## config.mk

```make
export PLATFORM = sky130hd
export DESIGN_NAME = activation_flat
export DESIGN_NICKNAME = d
export VERILOG_FILES = /design/src/rtl/activation_if.sv /design/src/rtl/activation.sv /design/src/flat_wrapper.sv
export SDC_FILE = /design/constraint.sdc
export NUM_CORES = 1
export LEC_CHECK = 0
export CAP_MARGIN = 25
export CORE_MARGIN = 5
export CORE_UTILIZATION = 45
export DETAILED_ROUTE_END_ITERATION = 6
export HOLD_SLACK_MARGIN = 0.08
export PLACE_DENSITY_LB_ADDON = 0.3
export SYNTH_ARGS = -nofsm -noshare
export SYNTH_HDL_FRONTEND = slang
export SYNTH_SLANG_ARGS = --single-unit
```

## constraint.sdc

```tcl
create_clock -name clk -period 10.38 [get_ports clk]
set_input_delay 2.595 -clock clk [delete_from_list [all_inputs] [get_ports clk]]
set_output_delay 2.595 -clock clk [all_outputs]
set_load 0.03 [all_outputs]
```

## src/rtl/activation_if.sv

```systemverilog
// rtl/activation_if.sv - argument/result/error/feedback handshakes around the activation unit
interface activation_if #(
  parameter int ARG_WIDTH = 16,
  parameter int RES_WIDTH = 8,
  parameter int ERR_WIDTH = 16
);
  logic                 arg_stb;
  logic                 arg_rdy;
  logic [ARG_WIDTH-1:0] arg_dat;
  logic                 res_stb;
  logic                 res_rdy;
  logic [RES_WIDTH-1:0] res_dat;
  logic                 err_stb;
  logic                 err_rdy;
  logic [ERR_WIDTH-1:0] err_dat;
  logic                 fbk_stb;
  logic                 fbk_rdy;
  logic [ERR_WIDTH-1:0] fbk_dat;

  modport master (
    output arg_stb, arg_dat, res_rdy, err_stb, err_dat, fbk_rdy,
    input  arg_rdy, res_stb, res_dat, err_rdy, fbk_stb, fbk_dat
  );

  modport slave (
    input  arg_stb, arg_dat, res_rdy, err_stb, err_dat, fbk_rdy,
    output arg_rdy, res_stb, res_dat, err_rdy, fbk_stb, fbk_dat
  );
endinterface

```

## src/rtl/activation.sv

```systemverilog
// rtl/activation.sv - neuron activation (hard sigmoid / ReLU) with forward path,
// saved-result FIFO and two-stage backward derivative path
module activation #(
  parameter int ARG_WIDTH = 16,
  parameter int RES_WIDTH = 8,
  parameter int ERR_WIDTH = 16,
  parameter int DEPTH     = 4,
  parameter int MODE      = 0
) (
  input  logic                       clk,
  input  logic                       rst,
  input  logic                       en,
  activation_if.slave                bus,
  output logic [$clog2(DEPTH+1)-1:0] cnt
);
  localparam int CNT_W  = $clog2(DEPTH + 1);
  localparam int PTR_W  = (DEPTH > 1) ? $clog2(DEPTH) : 1;
  localparam int PROD_W = ERR_WIDTH + 2 * RES_WIDTH + 2;
  localparam int SAT    = 2 ** (RES_WIDTH + 3);

  localparam logic signed [ARG_WIDTH-1:0] ARG_HI  = ARG_WIDTH'(SAT - 1);
  localparam logic signed [ARG_WIDTH-1:0] ARG_LO  = ARG_WIDTH'(-SAT);
  localparam logic signed [ARG_WIDTH-1:0] RES_MAX = ARG_WIDTH'((1 << RES_WIDTH) - 1);
  localparam logic signed [PROD_W-1:0]    ONE_P   = PROD_W'(1);
  localparam logic signed [PROD_W-1:0]    RND     = ONE_P <<< (2 * RES_WIDTH - 1);
  localparam logic signed [PROD_W-1:0]    ERR_MAX = (ONE_P <<< (ERR_WIDTH - 1)) - ONE_P;
  localparam logic signed [PROD_W-1:0]    ERR_MIN = -(ONE_P <<< (ERR_WIDTH - 1));

  logic                        res_stb_q, res_stb_d;
  logic [RES_WIDTH-1:0]        res_dat_q, res_dat_d;
  logic                        busy_q, busy_d;
  logic signed [PROD_W-1:0]    prod_q, prod_d;
  logic                        fbk_stb_q, fbk_stb_d;
  logic [ERR_WIDTH-1:0]        fbk_dat_q, fbk_dat_d;
  logic [CNT_W-1:0]            cnt_q, cnt_d;
  logic [PTR_W-1:0]            wr_ptr_q, wr_ptr_d;
  logic [PTR_W-1:0]            rd_ptr_q, rd_ptr_d;
  logic [RES_WIDTH-1:0]        mem_q [DEPTH];
  logic [RES_WIDTH-1:0]        mem_d [DEPTH];

  logic                        arg_rdy, err_rdy, arg_fire, err_fire, push;
  logic [RES_WIDTH-1:0]        res_calc, head;
  logic signed [ARG_WIDTH-1:0] arg_s, clamped, biased;
  logic [RES_WIDTH:0]          comp;
  logic [2*RES_WIDTH:0]        deriv;
  logic signed [PROD_W-1:0]    rounded;

  // Ready terms never look at the same side's strobe.
  always_comb begin : handshake
    arg_rdy  = (!res_stb_q || bus.res_rdy) && !(en && (cnt_q == CNT_W'(DEPTH)));
    err_rdy  = en && (cnt_q != '0) && !busy_q && !fbk_stb_q;
    arg_fire = bus.arg_stb && arg_rdy;
    err_fire = bus.err_stb && err_rdy;
    push     = arg_fire && en;
  end

  always_comb begin : forward_math
    arg_s    = $signed(bus.arg_dat);
    clamped  = arg_s;
    biased   = '0;
    res_calc = '0;
    if (MODE == 0) begin
      if (arg_s > ARG_HI) begin
        clamped = ARG_HI;
      end else if (arg_s < ARG_LO) begin
        clamped = ARG_LO;
      end
      biased   = clamped + ARG_WIDTH'(SAT);
      res_calc = RES_WIDTH'(biased >>> 4);
    end else if (arg_s > 0) begin
      biased = arg_s >>> 4;
      if (biased > RES_MAX) begin
        res_calc = '1;
      end else begin
        res_calc = RES_WIDTH'(biased);
      end
    end
  end

  always_comb begin : forward_regs
    res_stb_d = res_stb_q;
    res_dat_d = res_dat_q;
    if (arg_fire) begin
      res_stb_d = 1'b1;
      res_dat_d = res_calc;
    end else if (bus.res_rdy) begin
      res_stb_d = 1'b0;
    end
  end

  // Pointers wrap explicitly so DEPTH need not be a power of two.
  always_comb begin : fifo
    mem_d    = mem_q;
    wr_ptr_d = wr_ptr_q;
    rd_ptr_d = rd_ptr_q;
    cnt_d    = cnt_q;
    if (push) begin
      mem_d[wr_ptr_q] = res_calc;
      wr_ptr_d = (wr_ptr_q == PTR_W'(DEPTH - 1)) ? '0 : wr_ptr_q + PTR_W'(1);
    end
    if (err_fire) begin
      rd_ptr_d = (rd_ptr_q == PTR_W'(DEPTH - 1)) ? '0 : rd_ptr_q + PTR_W'(1);
    end
    if (push && !err_fire) begin
      cnt_d = cnt_q + CNT_W'(1);
    end else if (err_fire && !push) begin
      cnt_d = cnt_q - CNT_W'(1);
    end
  end

  // Stage 1 registers the full-precision product; stage 2 rounds and saturates.
  always_comb begin : backward
    head   = mem_q[rd_ptr_q];
    comp   = {1'b1, {RES_WIDTH{1'b0}}} - {1'b0, head};
    deriv  = {{(RES_WIDTH + 1){1'b0}}, head} * {{RES_WIDTH{1'b0}}, comp};
    busy_d = err_fire;
    prod_d = prod_q;
    if (err_fire) begin
      if (MODE == 0) begin
        prod_d = PROD_W'($signed(bus.err_dat)) * PROD_W'($signed({1'b0, deriv}));
      end else begin
        prod_d = (head != '0) ? PROD_W'($signed(bus.err_dat)) : '0;
      end
    end
    rounded   = (MODE == 0) ? ((prod_q + RND) >>> (2 * RES_WIDTH)) : prod_q;
    fbk_stb_d = fbk_stb_q;
    fbk_dat_d = fbk_dat_q;
    if (busy_q) begin
      fbk_stb_d = 1'b1;
      if (rounded > ERR_MAX) begin
        fbk_dat_d = ERR_WIDTH'(ERR_MAX);
      end else if (rounded < ERR_MIN) begin
        fbk_dat_d = ERR_WIDTH'(ERR_MIN);
      end else begin
        fbk_dat_d = ERR_WIDTH'(rounded);
      end
    end else if (bus.fbk_rdy) begin
      fbk_stb_d = 1'b0;
    end
  end

  always_ff @(posedge clk) begin
    if (rst) begin
      res_stb_q <= 1'b0;
      res_dat_q <= '0;
      busy_q    <= 1'b0;
      prod_q    <= '0;
      fbk_stb_q <= 1'b0;
      fbk_dat_q <= '0;
      cnt_q     <= '0;
      wr_ptr_q  <= '0;
      rd_ptr_q  <= '0;
      for (int i = 0; i < DEPTH; i++) begin
        mem_q[i] <= '0;
      end
    end else begin
      res_stb_q <= res_stb_d;
      res_dat_q <= res_dat_d;
      busy_q    <= busy_d;
      prod_q    <= prod_d;
      fbk_stb_q <= fbk_stb_d;
      fbk_dat_q <= fbk_dat_d;
      cnt_q     <= cnt_d;
      wr_ptr_q  <= wr_ptr_d;
      rd_ptr_q  <= rd_ptr_d;
      mem_q     <= mem_d;
    end
  end

  assign bus.arg_rdy = arg_rdy;
  assign bus.err_rdy = err_rdy;
  assign bus.res_stb = res_stb_q;
  assign bus.res_dat = res_dat_q;
  assign bus.fbk_stb = fbk_stb_q;
  assign bus.fbk_dat = fbk_dat_q;
  assign cnt         = cnt_q;
endmodule

```

## src/flat_wrapper.sv

```systemverilog
// flat-port wrapper written by rule: the top's interface ports become plain ports
module activation_flat 
#(
  parameter int ARG_WIDTH = 16,
  parameter int RES_WIDTH = 8,
  parameter int ERR_WIDTH = 16,
  parameter int DEPTH     = 4,
  parameter int MODE      = 0
)
  (clk, rst, en, cnt, bus_arg_stb, bus_arg_dat, bus_res_rdy, bus_err_stb, bus_err_dat, bus_fbk_rdy, bus_arg_rdy, bus_res_stb, bus_res_dat, bus_err_rdy, bus_fbk_stb, bus_fbk_dat);
  activation_if #(.ARG_WIDTH(ARG_WIDTH), .RES_WIDTH(RES_WIDTH), .ERR_WIDTH(ERR_WIDTH)) bus_i ();
  input  logic clk;
  input  logic rst;
  input  logic en;
  output logic [$clog2(DEPTH+1)-1:0] cnt;
  input wire logic [$bits(bus_i.arg_stb)-1:0] bus_arg_stb;
  input wire logic [$bits(bus_i.arg_dat)-1:0] bus_arg_dat;
  input wire logic [$bits(bus_i.res_rdy)-1:0] bus_res_rdy;
  input wire logic [$bits(bus_i.err_stb)-1:0] bus_err_stb;
  input wire logic [$bits(bus_i.err_dat)-1:0] bus_err_dat;
  input wire logic [$bits(bus_i.fbk_rdy)-1:0] bus_fbk_rdy;
  output wire logic [$bits(bus_i.arg_rdy)-1:0] bus_arg_rdy;
  output wire logic [$bits(bus_i.res_stb)-1:0] bus_res_stb;
  output wire logic [$bits(bus_i.res_dat)-1:0] bus_res_dat;
  output wire logic [$bits(bus_i.err_rdy)-1:0] bus_err_rdy;
  output wire logic [$bits(bus_i.fbk_stb)-1:0] bus_fbk_stb;
  output wire logic [$bits(bus_i.fbk_dat)-1:0] bus_fbk_dat;
  assign bus_i.arg_stb = bus_arg_stb;
  assign bus_i.arg_dat = bus_arg_dat;
  assign bus_i.res_rdy = bus_res_rdy;
  assign bus_i.err_stb = bus_err_stb;
  assign bus_i.err_dat = bus_err_dat;
  assign bus_i.fbk_rdy = bus_fbk_rdy;
  assign bus_arg_rdy = bus_i.arg_rdy;
  assign bus_res_stb = bus_i.res_stb;
  assign bus_res_dat = bus_i.res_dat;
  assign bus_err_rdy = bus_i.err_rdy;
  assign bus_fbk_stb = bus_i.fbk_stb;
  assign bus_fbk_dat = bus_i.fbk_dat;
  activation #(.ARG_WIDTH(ARG_WIDTH), .RES_WIDTH(RES_WIDTH), .ERR_WIDTH(ERR_WIDTH), .DEPTH(DEPTH), .MODE(MODE)) u_core (.clk(clk), .rst(rst), .en(en), .bus(bus_i), .cnt(cnt));
endmodule
```

==> reports/qor.yml, run 1 <==
cells_and_area:
  register_area_um2: 1710
  area_delta_synth_final_pct: 23.9
  finish.utilization: 0.564
  multiInputGateArea_um2: 13300
  nets: 2497
  drive_gt1_frac: 0.183
  antenna_cells: 0
  fillers: 3074
sta:
  slew_viol_final: 0
  slew_headroom: 0.395
  period_share: 1.03
  finalClockSkew_ps: 5.29
  fin_ws_ps: -262
  max_freq_mhz: 94.0
  setup_viol: 16
  period_needed_ps: 10640
  hold_viol_final: 0
  grt_setup_unrepaired: "yes"
  max_slew.worst_pin.slew_ps: 905
clocking:
  cts_sinks: 85
  htree_levels: 3
  clk_pin_slew_ps: 60
  numCtsBuffers: 9
  cts_tree: "built"
  root_buffer: "clkbuf_16"
  clkLatencyLatePin_ps: 340
  clockBufferDepth: 2
hold_path:
  hp-start: "u_core.mem_q[5]"
  min_to: "u_core.mem_q[5]"
  hold_depth: 2
  min_path_type: "flip-flop to flip-flop"
setup_path:
  crit_top_cell: "fa_1"
  required_ps: 10610
  slowest_stage: "mux4_2"
  rrSetupSlack_ps: -260
  critPathMaxFanout: 6
  r2r-end: "u_core.prod_q[29]"
  rr_worst_depth: 38
  slowest_delay_ps: 550
  critical_path_class: "flip-flop to flip-flop"
  cp-end-kind: "flip-flop"
  worstReg2RegStart: "u_core.rd_ptr_q[0]"
  worst_setup_path_start_kind: "flip-flop"
  cp.arrival_ps: 10870
floorplan:
  die_w_um: 197
  io_pins: 70
  die_h_um: 197
  initial_utilization: 0.455
  core.rowCount: 68
  core_area_um2: 34500
  dieArea_um2: 38800
routing:
  viasPerCell: 5.20
  vias: 13000
  drtAntennaViolNets: 0
  drt-initial-drc-count: 753
  drtPass1Iterations: 5
  wire_per_inst_um: 16.1
  drc_errors: 0
  wl_um: 40100
synthesis:
  yosys.area.top_type: "fa_1"
  synth_area_per_cell_um2: 8.54
  ys_ff_latch: 85
  synth_cells: 1840
  synth.distinct_cells: 76
  yosysSeqAreaShare: 0.108
  synth_area_um2: 15700
  synthMostInstantiatedCell: "inv_1"
  ys.flop_type: "dfxtp_1"
  yosys_warnings: 0
  netlist.area_leader.share: 0.318
  synth-edff-count: 0
  synthTopCellsByArea: "fa_1 32%, ha_1 14%, dfxtp_1 11%"
  synth_common_cells: "363 x inv_1, 250 x fa_1, 212 x nand2_1, 172 x ha_1, 111 x and2_1"
  async_flop_share: 0
global_routing:
  grt_pass1_wl_um: 67900
  antenna_found_initial: 1
  grt_pass1_vias: 13700
  grt-ovfl-total: 0
  grtUsageTotal: 0.210
  grt_max_degree: 71
placed_design:
  dp_hpwl_um: 31400
  pre_cts_slack_ps: -543
  place_congestion: 0.888
  numPortBuffers: 65
outcome:
  status: "finished with violations"
  violations: "setup timing"
job:
  timing.max_cap.violations: 0
==> cell type report <==
type,instances,area share
Inverter,366,0.0705
Clock buffer,10,0.0128
Timing Repair Buffer,257,0.115
Multi-Input combinational cell,1317,0.682
Sequential cell,85,0.0877
Tap cell,455,0.0292
Clock inverter,5,0.00302
==> per-layer routing <==
metal / global-route usage / part of all wire / vias up
li1: - / - / 6194
met1: 0.293 / 0.45 / 6377
met2: 0.354 / 0.48 / 349
met3: 0.0251 / 0.054 / 46
met4: 0.0452 / 0.018 / 0
met5: 0 / 0 / -
==> per-stage QoR <==
stage	cell area (µm²)	instances	setup TNS (ps)	hold WS (ps)
floorplan	16100	1845	-315	433
global placement	18100	2436	-5910	440
detailed placement	18100	2436	-6860	445
CTS	19000	2479	-2540	454
global route	19500	2495	-9000	468
finish	19500	2495	-2310	451
==> worst max-delay path: cells and delay by family (launching register included) <==
| family | cells | cell delay [ps] |
|---|---|---|
| AOI/OAI and AO/OA | 8 | 1570 |
| adders and majority gates | 13 | 5580 |
| buffers and inverters | 8 | 660 |
| DFF | 1 | 390 |
| muxes | 1 | 550 |
| and+or+nand+nor | 8 | 1780 |
==> flip-flops by register name (all words and copies together) (netlist names) <==
register / cells
u_core.wr_ptr_q: 2
u_core.prod_q: 19
u_core.cnt: 3
u_core.bus.fbk_stb: 1
u_core.bus.res_stb: 1
u_core.bus.fbk_dat: 16
u_core.busy_q: 1
u_core.rd_ptr_q: 2
u_core.bus.res_dat: 8
u_core.mem_q: 32
==> cell families (layout without fill, tap and decap cells) <==
| kind of cell | count (synthesis) | after routing | share of synthesized area |
|---|---|---|---|
| AO/OA/AOI/OAI | 239 | 239 | 0.103 |
| XOR/XNOR | 37 | 37 | 0.0206 |
| adder cells (fa/ha/maj) | 422 | 422 | 0.455 |
| buffers and inverters | 443 | 638 | 0.107 |
| flip-flops | 85 | 85 | 0.108 |
| multiplexers | 15 | 15 | 0.0146 |
| other | 2 | 7 | 0.000478 |
| AND/OR/NAND/NOR | 597 | 597 | 0.191 |
==> cell usage in the layout (no fill, tap or decap), types with 21 or more instances in the layout <==
| master | n |
|---|---|
| nand3_1 | 48 |
| nand2_1 | 200 |
| nor2_1 | 54 |
| buf_4 | 164 |
| buf_6 | 21 |
| inv_1 | 347 |
| nand2b_1 | 43 |
| dfxtp_1 | 83 |
| clkdlybuf4s50_1 | 64 |
| ha_1 | 151 |
| fa_1 | 244 |
| nor2b_1 | 27 |
| and2_1 | 109 |
| a21oi_1 | 67 |
==> what timing repair did <==
action                                  4_1_cts  5_1_grt
resized for setup                           101       58
pin swaps                                    58       71
endpoints found under the setup margin       18       19
buffers inserted                             27       17
hold buffers                                  0        0
cloned                                        1        0
==> how the worst max path moves through the flow <==
stage	startpoint	depth (start not counted)	to
2_1_floorplan	u_core.rd_ptr_q[1]	40	u_core.prod_q[31]
3_3_place_gp	u_core.rd_ptr_q[1]	39	u_core.prod_q[28]
3_5_place_dp	u_core.rd_ptr_q[1]	39	u_core.prod_q[29]
4_1_cts	u_core.rd_ptr_q[1]	39	u_core.prod_q[29]
5_1_grt	u_core.rd_ptr_q[1]	39	u_core.prod_q[29]
6_report	u_core.rd_ptr_q[0]	38	u_core.prod_q[29]
Power of run 1 is left out: the tool's default activity adds up to more than one toggle a clock period on the data nets, which glitch-free logic cannot reach.
==> inputs of run 2 (changes only) <==
--- a/config.mk
+++ b/config.mk
@@ -7,7 +7,7 @@
 export LEC_CHECK = 0
 export CAP_MARGIN = 25
 export CORE_MARGIN = 5
-export CORE_UTILIZATION = 45
+export CORE_UTILIZATION = 58
 export DETAILED_ROUTE_END_ITERATION = 6
 export HOLD_SLACK_MARGIN = 0.08
 export PLACE_DENSITY_LB_ADDON = 0.3
==> reports/qor.yml, run 2 (synthesis results as in run 1) <==
setup_path:
  cp-end-kind: "flip-flop"
  cp.arrival_ps: 10830
  slowest_stage: "fa_1"
  critical_path_class: "flip-flop to flip-flop"
  slowest_delay_ps: 600
  worstReg2RegStart: "u_core.rd_ptr_q[1]"
  crit_start: "u_core.rd_ptr_q[1]"
  required_ps: 10610
  worst_setup_path_start_kind: "flip-flop"
  crit_top_cell: "fa_1"
  critPathMaxFanout: 6
cells_and_area:
  layout_commonest_cell: "inv_1"
  finish.utilization: 0.711
  largest_reg_flops: 32
  area_delta_synth_final_pct: 21.2
  fillers: 1955
  final_cell_mix: "343 x inv_1, 247 x fa_1, 202 x nand2_1"
  nets: 2478
  drive_gt1_frac: 0.171
  antenna_cells: 0
  fin_area_um2: 19100
  top_register: "u_core.mem_q"
sta:
  slew_headroom: 0.440
  fin_ws_ps: -218
  slew_viol_final: 0
  setup_viol: 14
  period_needed_ps: 10600
  max_freq_mhz: 94.4
  finalClockSkew_ps: 6.25
  grt_setup_unrepaired: "yes"
  period_share: 1.02
  hold_viol_final: 0
  max_slew.worst_pin.slew_ps: 838
clocking:
  numCtsBuffers: 9
  root_buffer: "clkbuf_16"
  clockBufferDepth: 2
  cts_tree: "built"
  cts_sinks: 85
  cts_hold_buf: 0
  clk_pin_slew_ps: 60
  clkLatencyLatePin_ps: 340
  htree_levels: 3
global_routing:
  grtUsageTotal: 0.268
  grt-ovfl-total: 0
  grt_pass1_wl_um: 68100
  antenna_found_initial: 0
  grt_pass1_vias: 14200
  grt_max_degree: 71
placed_design:
  place_area_um2: 18000
  numPortBuffers: 65
  place_congestion: 0.891
  dp_hpwl_um: 31400
floorplan:
  core_area_um2: 26800
  core.rowCount: 60
  dieArea_um2: 30500
  die_h_um: 175
  io_pins: 70
  die_w_um: 175
  initial_utilization: 0.587
hold_path:
  hp-start: "u_core.mem_q[11]"
  min_path_type: "flip-flop to flip-flop"
routing:
  viasPerCell: 5.59
  drtAntennaViolNets: 0
  drc_errors: 0
  vias: 13200
  wl_um: 39600
  drt-initial-drc-count: 797
  drtPass1Iterations: 5
  wire_per_inst_um: 16.8
outcome:
  status: "finished with violations"
  violations: "setup timing"
job:
  timing.max_cap.violations: 0
-- run 2: changes by cell type in the layout (fill, tap and decap cells not counted), moves of 4 or more --
cell	change
buf_6	-9
a21oi_1	+6
buf_4	-5
ha_4	+5
ha_1	-4
inv_1	-4
inv_2	+4
nand3_1	+4
-- run 2: final cells by class --
cell class	count	area, µm²	share of cell area
Multi-Input combinational cell	1317	13200	0.692
Inverter	366	1370	0.0721
Sequential cell	85	1710	0.0897
Tap cell	341	427	0.0224
Clock buffer	12	278	0.0146
Clock inverter	4	76.3	0.00400
Timing Repair Buffer	238	2010	0.106
-- run 2: layer usage --
layer	vias to the layer above	track usage	part of all wire
met4	0	0.0743	0.029
met1	6547	0.353	0.42
met2	414	0.462	0.49
met5	-	0	0
li1	6157	-	-
met3	88	0.0413	0.059
-- run 2: worst paths after layout --
check | slack (ps) | end | cells past startpoint
max | -220 | u_core.prod_q[29] | 38
min | 450 | u_core.mem_q[11] | 2
max reg2reg | -220 | u_core.prod_q[29] | 38
min reg2reg | 450 | u_core.mem_q[11] | 2
-- run 2: stage by stage --
stage	hold slack, ps	cells	setup TNS, ps	setup slack, ps
final	453	2363	-1920	-218
after global routing	468	2363	-8950	-608
after CTS	453	2357	-1460	-185
after detailed placement	444	2330	-6810	-556
after global placement	441	2330	-5110	-441
after floorplan	433	1845	-315	-95.2
-- run 2: critical path, delay by kind of cell, from the launching register on --
| kind | cells | cell delay, ps |
|---|---|---|
| XOR/XNOR | 1 | 210 |
| adder cells (fa/ha/maj) | 13 | 5740 |
| buffers and inverters | 6 | 470 |
| multiplexers | 1 | 320 |
| AND/OR/NAND/NOR | 7 | 1420 |
| flip-flops | 1 | 400 |
| AO/OA/AOI/OAI | 10 | 1920 |
-- run 2: timing repair --
item,in CTS,in global routing
pin swaps,96,11
hold endpoints to repair,0,0
setup buffers,11,7
gates resized for setup,87,39
endpoints found under the setup margin,18,19
Power of run 2 is left out for the same reason.
